### config.mk
export PLATFORM = sky130hd
export DESIGN_NAME = chs_temp_frontend
export DESIGN_NICKNAME = d
export VERILOG_FILES = /design/src/rtl/chs_pkg.sv /design/src/rtl/chs_speed_map.sv /design/src/rtl/chs_temp_frontend.sv
export SDC_FILE = /design/constraint.sdc
export NUM_CORES = 1
export LEC_CHECK = 0
export ABC_AREA = 1
export BUFFER_PORTS_ARGS = -buffer_cell sky130_fd_sc_hd__buf_2
export CAP_MARGIN = 20
export CORE_MARGIN = 3
export CORE_UTILIZATION = 50
export CTS_CLUSTER_DIAMETER = 40
export DETAILED_ROUTE_END_ITERATION = 10
export PLACE_DENSITY = 0.74
export SLEW_MARGIN = 0
export SYNTH_ARGS = -nofsm -noshare
export SYNTH_HDL_FRONTEND = slang
export SYNTH_HIERARCHICAL = 1
export SYNTH_SLANG_ARGS = --single-unit
### constraint.sdc
create_clock -name clk -period 2.11 [get_ports clk]
set_input_delay 0.422 -clock clk [delete_from_list [all_inputs] [get_ports clk]]
set_output_delay 0.422 -clock clk [all_outputs]
set_load 0.02 [all_outputs]
### src/rtl/chs_pkg.sv
// Shared types and constants for the cool/heat system temperature front end.
package chs_pkg;

    typedef enum logic [1:0] {
        ACCUM  = 2'd0,
        UPDATE = 2'd1,
        FAULT  = 2'd2
    } chs_state_e;

    localparam int unsigned RESET_TEMP_DEF = 25;
    localparam logic [7:0]  SPEED_SAT      = 8'hFF;

endpackage

### src/rtl/chs_speed_map.sv
// Maps averaged temperature and setpoint to a saturated speed duty-cycle.
module chs_speed_map
    import chs_pkg::*;
#(
    parameter int unsigned GAIN_SHIFT = 2
) (
    input  logic [7:0] avg,
    input  logic [7:0] setpoint,
    output logic [7:0] speed
);

    localparam int unsigned WIDE_W = 8 + GAIN_SHIFT + 1;

    logic [7:0]        diff;
    logic [WIDE_W-1:0] scaled;

    // Absolute difference, gain shift at full width, then clamp to 8 bits.
    always_comb begin
        diff   = (avg >= setpoint) ? (avg - setpoint) : (setpoint - avg);
        scaled = WIDE_W'(diff) << GAIN_SHIFT;
        speed  = (scaled > WIDE_W'(SPEED_SAT)) ? SPEED_SAT : scaled[7:0];
    end

endmodule

### src/rtl/chs_temp_frontend.sv
// Sensor sample averager producing chs_conf/speed with stalled-sensor detection.
module chs_temp_frontend
    import chs_pkg::*;
#(
    parameter int unsigned AVG_LOG2   = 2,
    parameter int unsigned GAIN_SHIFT = 2,
    parameter int unsigned TIMEOUT    = 16,
    parameter int unsigned RESET_TEMP = RESET_TEMP_DEF
) (
    input  logic       clk,
    input  logic       arst,
    input  logic       sen_valid,
    output logic       sen_ready,
    input  logic [7:0] sen_data,
    input  logic [7:0] setpoint,
    output logic [7:0] chs_conf,
    output logic [7:0] speed,
    output logic       conf_valid,
    output logic       sensor_fault
);

    localparam int unsigned ACC_W  = 8 + AVG_LOG2;
    localparam int unsigned CNT_W  = AVG_LOG2 + 1;
    localparam int unsigned TCNT_W = $clog2(TIMEOUT + 1);
    localparam int unsigned N      = 1 << AVG_LOG2;

    chs_state_e        state_q, state_d;
    logic [ACC_W-1:0]  acc_q, acc_d;
    logic [CNT_W-1:0]  cnt_q, cnt_d;
    logic [TCNT_W-1:0] tcnt_q, tcnt_d;
    logic [7:0]        conf_d;
    logic [7:0]        speed_d;
    logic              valid_d;
    logic              fault_d;
    logic              accept;
    logic [7:0]        avg;
    logic [7:0]        speed_c;

    assign accept = sen_valid && sen_ready;
    assign avg    = acc_q[ACC_W-1:AVG_LOG2];

    chs_speed_map #(
        .GAIN_SHIFT (GAIN_SHIFT)
    ) u_speed_map (
        .avg      (avg),
        .setpoint (setpoint),
        .speed    (speed_c)
    );

    // State, datapath and output registers.
    always_ff @(posedge clk or posedge arst) begin
        if (arst) begin
            state_q      <= ACCUM;
            acc_q        <= '0;
            cnt_q        <= '0;
            tcnt_q       <= '0;
            sen_ready    <= 1'b1;
            chs_conf     <= 8'(RESET_TEMP);
            speed        <= 8'd0;
            conf_valid   <= 1'b0;
            sensor_fault <= 1'b0;
        end else begin
            state_q      <= state_d;
            acc_q        <= acc_d;
            cnt_q        <= cnt_d;
            tcnt_q       <= tcnt_d;
            sen_ready    <= (state_d != UPDATE);
            chs_conf     <= conf_d;
            speed        <= speed_d;
            conf_valid   <= valid_d;
            sensor_fault <= fault_d;
        end
    end

    // Next-state and next-output decode; an accept always beats a timeout.
    always_comb begin
        state_d = state_q;
        acc_d   = acc_q;
        cnt_d   = cnt_q;
        tcnt_d  = tcnt_q;
        conf_d  = chs_conf;
        speed_d = speed;
        valid_d = 1'b0;
        fault_d = sensor_fault;

        unique case (state_q)
            ACCUM: begin
                if (accept) begin
                    acc_d  = acc_q + ACC_W'(sen_data);
                    cnt_d  = cnt_q + CNT_W'(1);
                    tcnt_d = '0;
                    if (cnt_d == CNT_W'(N)) begin
                        state_d = UPDATE;
                    end
                end else if (tcnt_q >= TCNT_W'(TIMEOUT - 1)) begin
                    tcnt_d  = TCNT_W'(TIMEOUT);
                    acc_d   = '0;
                    cnt_d   = '0;
                    conf_d  = setpoint;
                    speed_d = 8'd0;
                    fault_d = 1'b1;
                    state_d = FAULT;
                end else begin
                    tcnt_d = tcnt_q + TCNT_W'(1);
                end
            end
            UPDATE: begin
                conf_d  = avg;
                speed_d = speed_c;
                valid_d = 1'b1;
                fault_d = 1'b0;
                acc_d   = '0;
                cnt_d   = '0;
                state_d = ACCUM;
            end
            FAULT: begin
                if (accept) begin
                    acc_d   = ACC_W'(sen_data);
                    cnt_d   = CNT_W'(1);
                    tcnt_d  = '0;
                    state_d = ACCUM;
                end
            end
            default: begin
                state_d = ACCUM;
            end
        endcase
    end

endmodule

==> results of run 1 <==
## layer usage
metal / routed length, um / GRT usage (%) / vias to the layer above
met5: 0 / 0 / -
met4: 85 / 5.30 / 0
met3: 227 / 2.26 / 10
met2: 3840 / 36.8 / 61
met1: 3490 / 26.1 / 1443
li1: - / - / 1650
## cells by family after synthesis
family / count (synthesis)
AND/OR/NAND/NOR: 243
buffers and inverters: 98
AO/OA/AOI/OAI: 61
flip-flops: 39
adder cells (fa/ha/maj): 34
XOR/XNOR: 8
## metrics by stage
stage                     utilization (%)  total power, mW  hold WS [ns]
after floorplan                         -             3.11         0.469
after global placement               58.8             3.79         0.475
after detailed placement             58.8             3.86         0.495
after CTS                            60.3             4.38         0.254
after global routing                 62.1             5.00         0.276
final                                62.1             4.54         0.236
## power by group through the flow
| stage | sequential (mW) | clock [mW] | combinational, mW |
|---|---|---|---|
| 4_1_cts | 1.14 | 0.508 | 2.73 |
| 2_1_floorplan | 1.25 | 0 | 1.86 |
| 3_3_place_gp | 1.14 | 0 | 2.65 |
| 6_report | 1.14 | 0.495 | 2.91 |
| 3_5_place_dp | 1.15 | 0 | 2.71 |
| 5_1_grt | 1.16 | 0.539 | 3.30 |
## final cells by class
cell class,count,area share (%)
Clock buffer,6,1.82
Clock inverter,2,0.314
Inverter,88,8.28
Multi-Input combinational cell,346,50.9
Sequential cell,39,24.6
Tap cell,77,2.42
Timing Repair Buffer,71,11.7
## path summary, 6_finish.rpt
path / from / end / slack, ns / depth (start not counted)
max: acc_q[2] / speed[4] / 0.08 / 15
min: arst / tcnt_q[3] / 0.24 / 3
max reg2reg: acc_q[2] / speed[4] / 0.08 / 15
min reg2reg: chs_conf[2] / chs_conf[2] / 0.51 / 1
max in group asynchronous: arst / chs_conf[3] / 1.50 / 3
min in group clk: sen_data[0] / acc_q[0] / 0.35 / 3
## what timing repair did
item                                    in CTS  in global routing
gates cloned                                 0                  0
endpoints found under the setup margin       8                  9
hold endpoints to repair                     0                  0
resized for setup                            1                 30
pin swaps                                    1                 21
buffers inserted                             1                  3
## worst max-delay path, stage by stage, from the launching register on
cell and delay (ns):
dfrtp_1 0.39, inv_2 0.06, ha_4 0.16, fa_2 0.36, inv_2 0.08, nand3_2 0.06
nand2_2 0.08, nand2_2 0.06, nand2_2 0.09, nor2_4 0.05, nand3_2 0.07, nand2_2 0.06
nor2_4 0.18, nand2_1 0.07, nand3_1 0.07, o21ai_1 0.06
## sequential cells by signal, indices dropped and copies added, names as in the netlist, 2 cells and up
signal	flops
cnt_q	3
tcnt_q	5
state_q	2
chs_conf	8
acc_q	10
speed	8
## cell usage in the layout (no fill, tap or decap), types with 2 or more instances in the layout
cell type	Yosys	routed
dfstp_2	4	4
o21ai_0	20	12
nand2_1	147	143
o21a_1	9	9
nand4_1	6	6
clkbuf_8	1	5
buf_2	0	37
o21ai_2	2	2
ha_4	0	4
xor2_1	6	6
o21ai_1	3	11
a21oi_1	16	16
ha_1	31	24
buf_4	3	32
inv_2	2	5
buf_12	0	2
nor2_4	2	3
nor2_1	34	32
nand3_1	41	38
nand2_2	3	7
ha_2	0	3
a21oi_2	5	5
nand3_2	2	5
fa_2	0	2
dfrtp_1	35	35
or2_2	2	2
xnor2_1	2	2
inv_1	86	83
nor2_2	3	4
==> impl_metrics.tcl, run 1 <==
set metrics [dict create \
    grt_pass1_wl_um 12900 \
    post_cts_hold_buffer_count 0 \
    ys_ff_latch 39 \
    p_per_area_nw_per_um2 1140 \
    synth-compound-area-share_pct 11.1 \
    die_y_um 87.6 \
    gr-usage-all-layers_pct 20.5 \
    yosysTopAreaCell "dfrtp_1" \
    p_switching_mw 2.10 \
    area_growth_pct 19.7 \
    clk_latency_ns 0.29 \
    placedCellCount 617 \
    fin_crit_sh_pct 96.4 \
    yosysSeqAreaShare_pct 29.4 \
    design_area_sq_um 3990 \
    diodes 0 \
    drt-initial-drc-count 126 \
    syn_nets 536 \
    worstMarginPinSlew_ns 0.497 \
    sequentialPowerShare_pct 25.1 \
    cts.sinks 39 \
    path_class "reg2reg" \
    synthSimpleGateAreaFrac_pct 31.3 \
    dr.pass1.iters 4 \
    die_area_sq_um 7680 \
    ant_nets 0 \
    numCtsBuffers 5 \
    combPwrFrac_pct 64.0 \
    max_slew_margin_pct 66.9 \
    start_kind "register" \
    grt.overflow.total 0 \
    h-tree-depth 2 \
    status "finished clean" \
    synthTopCellsByCount "nand2_1 (147), inv_1 (86), nand3_1 (41), dfrtp_1 (35), nor2_1 (34)" \
    dpl-instance-area_sq_um 3780 \
    drt-vias-per-instance 5.03 \
    setup_viol 0 \
    fin_crit_ns 2.03 \
    start_util_pct 51.9 \
    wl_per_cell_um 12.2 \
    final_cells 629 \
    drc 0 \
    gp_congestion 0.908 \
    path_max_fanout 7 \
    leakagePower_nw 2.22 \
    io_pins 38 \
    internal_power_mw 2.44 \
    clkTransAtPathRegs_ns 0.08 \
    drive_gt1_share_pct 22.8 \
    fin_nets 604 \
    fillCellCount 601 \
    wl_um 7650 \
    place_ws_ns -0.150 \
    pwr-share-clk_pct 10.9 \
    synth_cell_types 36 \
    tns_ns 0 \
    multi_input_area_sq_um 2030 \
    synth_top_cell_area_share_pct 26.3 \
    slew_violations 0 \
    skew_ns 0.0105 \
    synth_edf_count 0 \
    syn-cell-area_sq_um 3330 \
    ys_warn_count 6 \
    yosys.area_share.xor_xnor_pct 2.10 \
    fmax_mhz 492 \
    synth_adder_area_share_pct 13.4 \
    synth_top_family_by_area "simple AND/OR/NAND/NOR gates" \
    num_vias 3164 \
    hpwlAfterDp_um 6070 \
    hp-class "in2async" \
    grt_pass1_vias 2944 \
    peakVddDrop_v 0.000434 \
    crit_arrival_ns 2.21 \
    p_sw_share_pct 46.2 \
    ys_async_sr_fraction_pct 100 \
    core_region_area_sq_um 6420 \
    fp.dieW_um 87.6 \
    hold_viol_final 0 \
    ctsRootBufferMaster "clkbuf_8" \
    muxShareOfSynthArea_pct 0 \
    synthCells 483 \
    antenna_found_initial 0 \
    synth.avg_cell_area_sq_um 6.90 \
    cts_tree "built" \
    fin_ws_ns 0.0761 \
    drv_cap 0 \
    io_buffers 37 \
    cp-end-kind "register" \
    cp.required_ns 2.28 \
    yosysMostFrequentCell "nand2_1" \
    clockBufferDepth 2 \
    grt_max_degree 40 \
    num_rows 29 \
    seq_area_sq_um 981 \
    yosys_most_used_dff "dfrtp_1" \
    synthTopCellsByArea "dfrtp_1 (26%), nand2_1 (17%), ha_1 (12%)" \
]
Note: power is estimated with default switching activity, not from simulation.
==> inputs of run 2 (changes only) <==
BUFFER_PORTS_ARGS = -buffer_cell sky130_fd_sc_hd__buf_4   (was -buffer_cell sky130_fd_sc_hd__buf_2)
GPL_TIMING_DRIVEN = 0   (was not set)
==> run 2 against run 1 <==
  * Clock power up 31%
  * The run now ends with negative setup slack left
  * Die area is the same
  * Flip-flop and latch count stayed put
  * Via count shrank 0.54%
  * Critical path depth decreased by 1
  * Largest power group unchanged
  * Sequential share of layout area shrank 0.54 points
  * Critical path type unchanged
  * Utilization up 1.8 points
==> impl_metrics.tcl, run 2 (synthesis gave the netlist of run 1 again) <==
set metrics [dict create \
    cp-end-kind "register" \
    drt-initial-drc-count 136 \
    crit_arrival_ns 2.28 \
    drv_cap 0 \
    hp-class "in2async" \
    rsz0062_at_grt "true" \
    cp_common_cell "nand2_2" \
    num_rows 29 \
    clockBufferDepth 2 \
    worstMarginPinSlew_ns 0.794 \
    final_cell_mix "nand2_1 (135), inv_1 (81), buf_4 (56), nand3_1 (36), nor2_1 (32)" \
    max_stage_delay_ns 0.45 \
    gp_congestion 0.917 \
    grt_pass1_wl_um 12800 \
    io_pins 38 \
    reg_top3 "acc_q: 10 flops, chs_conf: 8 flops, speed: 8 flops" \
    h-tree-depth 2 \
    design_area_sq_um 4110 \
    fin_crit_sh_pct 100 \
    grt_max_degree 40 \
    antenna_found_initial 0 \
    utilization_pct 63.9 \
    fin_crit_ns 2.11 \
    fmax_mhz 474 \
    p_per_area_nw_per_um2 1190 \
    start_kind "register" \
    post_cts_hold_buffer_count 0 \
    path_max_fanout 6 \
    fin_hold_ws_ns 0.282 \
    dpl-instance-area_sq_um 3710 \
    die_area_sq_um 7680 \
    drive_gt1_share_pct 24.7 \
    wl_per_cell_um 12.5 \
    crit_slowest_cell "dfrtp_2" \
    cts_tree "built" \
    fin_ws_ns -0.00149 \
    largest_reg_flops 10 \
    drt-vias-per-instance 5.05 \
    violations "negative setup slack" \
    diodes 0 \
    path_class "reg2reg" \
    cts.sinks 39 \
    fin_nets 598 \
    max_slew_margin_pct 47.0 \
    status "finished with violations" \
    grt_pass1_vias 2948 \
    num_vias 3147 \
    final_common_cell "nand2_1" \
    cp.required_ns 2.28 \
    drc 0 \
    peakVddDrop_v 0.000543 \
    area_growth_pct 23.2 \
    grt.overflow.total 0 \
    skew_ns 0.0128 \
    slew_violations 0 \
    clk_latency_ns 0.29 \
    path_cells "ha_1, buf_6, nand2_2, nor2_2, nand2_1, inv_1, nor2_4, nand2_2, nand2_2, nor2_4, buf_6, nand2_2, nand3_2, o21ai_1" \
    regMostFlops "acc_q" \
    wl_um 7760 \
    start_util_pct 51.9 \
    hold_viol_final 0 \
    numCtsBuffers 5 \
    ant_nets 0 \
    io_buffers 37 \
    setup_viol 1 \
    clkTransAtPathRegs_ns 0.09 \
    core_region_area_sq_um 6420 \
    hpwlAfterDp_um 5830 \
    dr.pass1.iters 4 \
    ctsRootBufferMaster "clkbuf_8" \
    die_y_um 87.6 \
    leakagePower_nw 2.24 \
    fp.dieW_um 87.6 \
    gr-usage-all-layers_pct 21.0 \
]
run 2: report_power, final:
group          switching, mW  leakage [nW]  internal (mW)  total (mW)
logic                   1.73          1.68           1.32        3.05
registers              0.215         0.492          0.982        1.20
clock network          0.265        0.0612          0.383       0.648
run 2: layer usage:
metal / vias up / GRT usage, % / wire [um]
met5: - / 0 / 0
met4: 0 / 7.95 / 114
met3: 10 / 4.05 / 319
met2: 64 / 36.7 / 3780
met1: 1436 / 25.3 / 3540
li1: 1637 / - / -
run 2: final timing paths:
kind / slack (ns) / startpoint / endpoint / depth (start not counted)
max: -0.001 / acc_q[6] / speed[3] / 14
min: 0.28 / arst / speed[0] / 2
max reg2reg: -0.001 / acc_q[6] / speed[3] / 14
min reg2reg: 0.51 / acc_q[0] / acc_q[0] / 2
max in group asynchronous: 1.26 / arst / acc_q[2] / 2
min in group clk: 0.36 / sen_data[0] / acc_q[0] / 3
run 2: critical path, delay by kind of cell, from the launching register on:
family / cells / cell delay (ns)
compound gates: 1 / 0.07
fa+ha+maj: 1 / 0.30
buf+inv: 3 / 0.36
flops: 1 / 0.45
simple gates: 9 / 0.82
run 2: what timing repair did:
item                                    in CTS  in global routing
setup buffers                               14                  5
pin swaps                                   11                 11
endpoints found under the setup margin       8                 10
gates resized for setup                     25                 26
run 2: layout make-up:
cell class | count | area (sq um)
well taps | 77 | 96.3
clock inverters | 2 | 35.0
plain buffers | 9 | 81.3
multi-input cells | 346 | 2060
clock buffers | 6 | 82.6
repair buffers | 56 | 428
inverters | 88 | 330
flip-flops and latches | 39 | 987
fillers | 573 | 2320
run 2: stage by stage:
step | cells | power, mW | TNS (ns) | worst slack [ns]
after floorplan | 483 | 3.11 | 0 | 0.000273
after global placement | 597 | 3.64 | -1.56 | -0.292
after detailed placement | 597 | 3.70 | -1.72 | -0.305
after CTS | 618 | 4.62 | 0 | 0.00592
after global routing | 623 | 5.32 | -0.866 | -0.155
final | 623 | 4.89 | -0.00149 | -0.00149
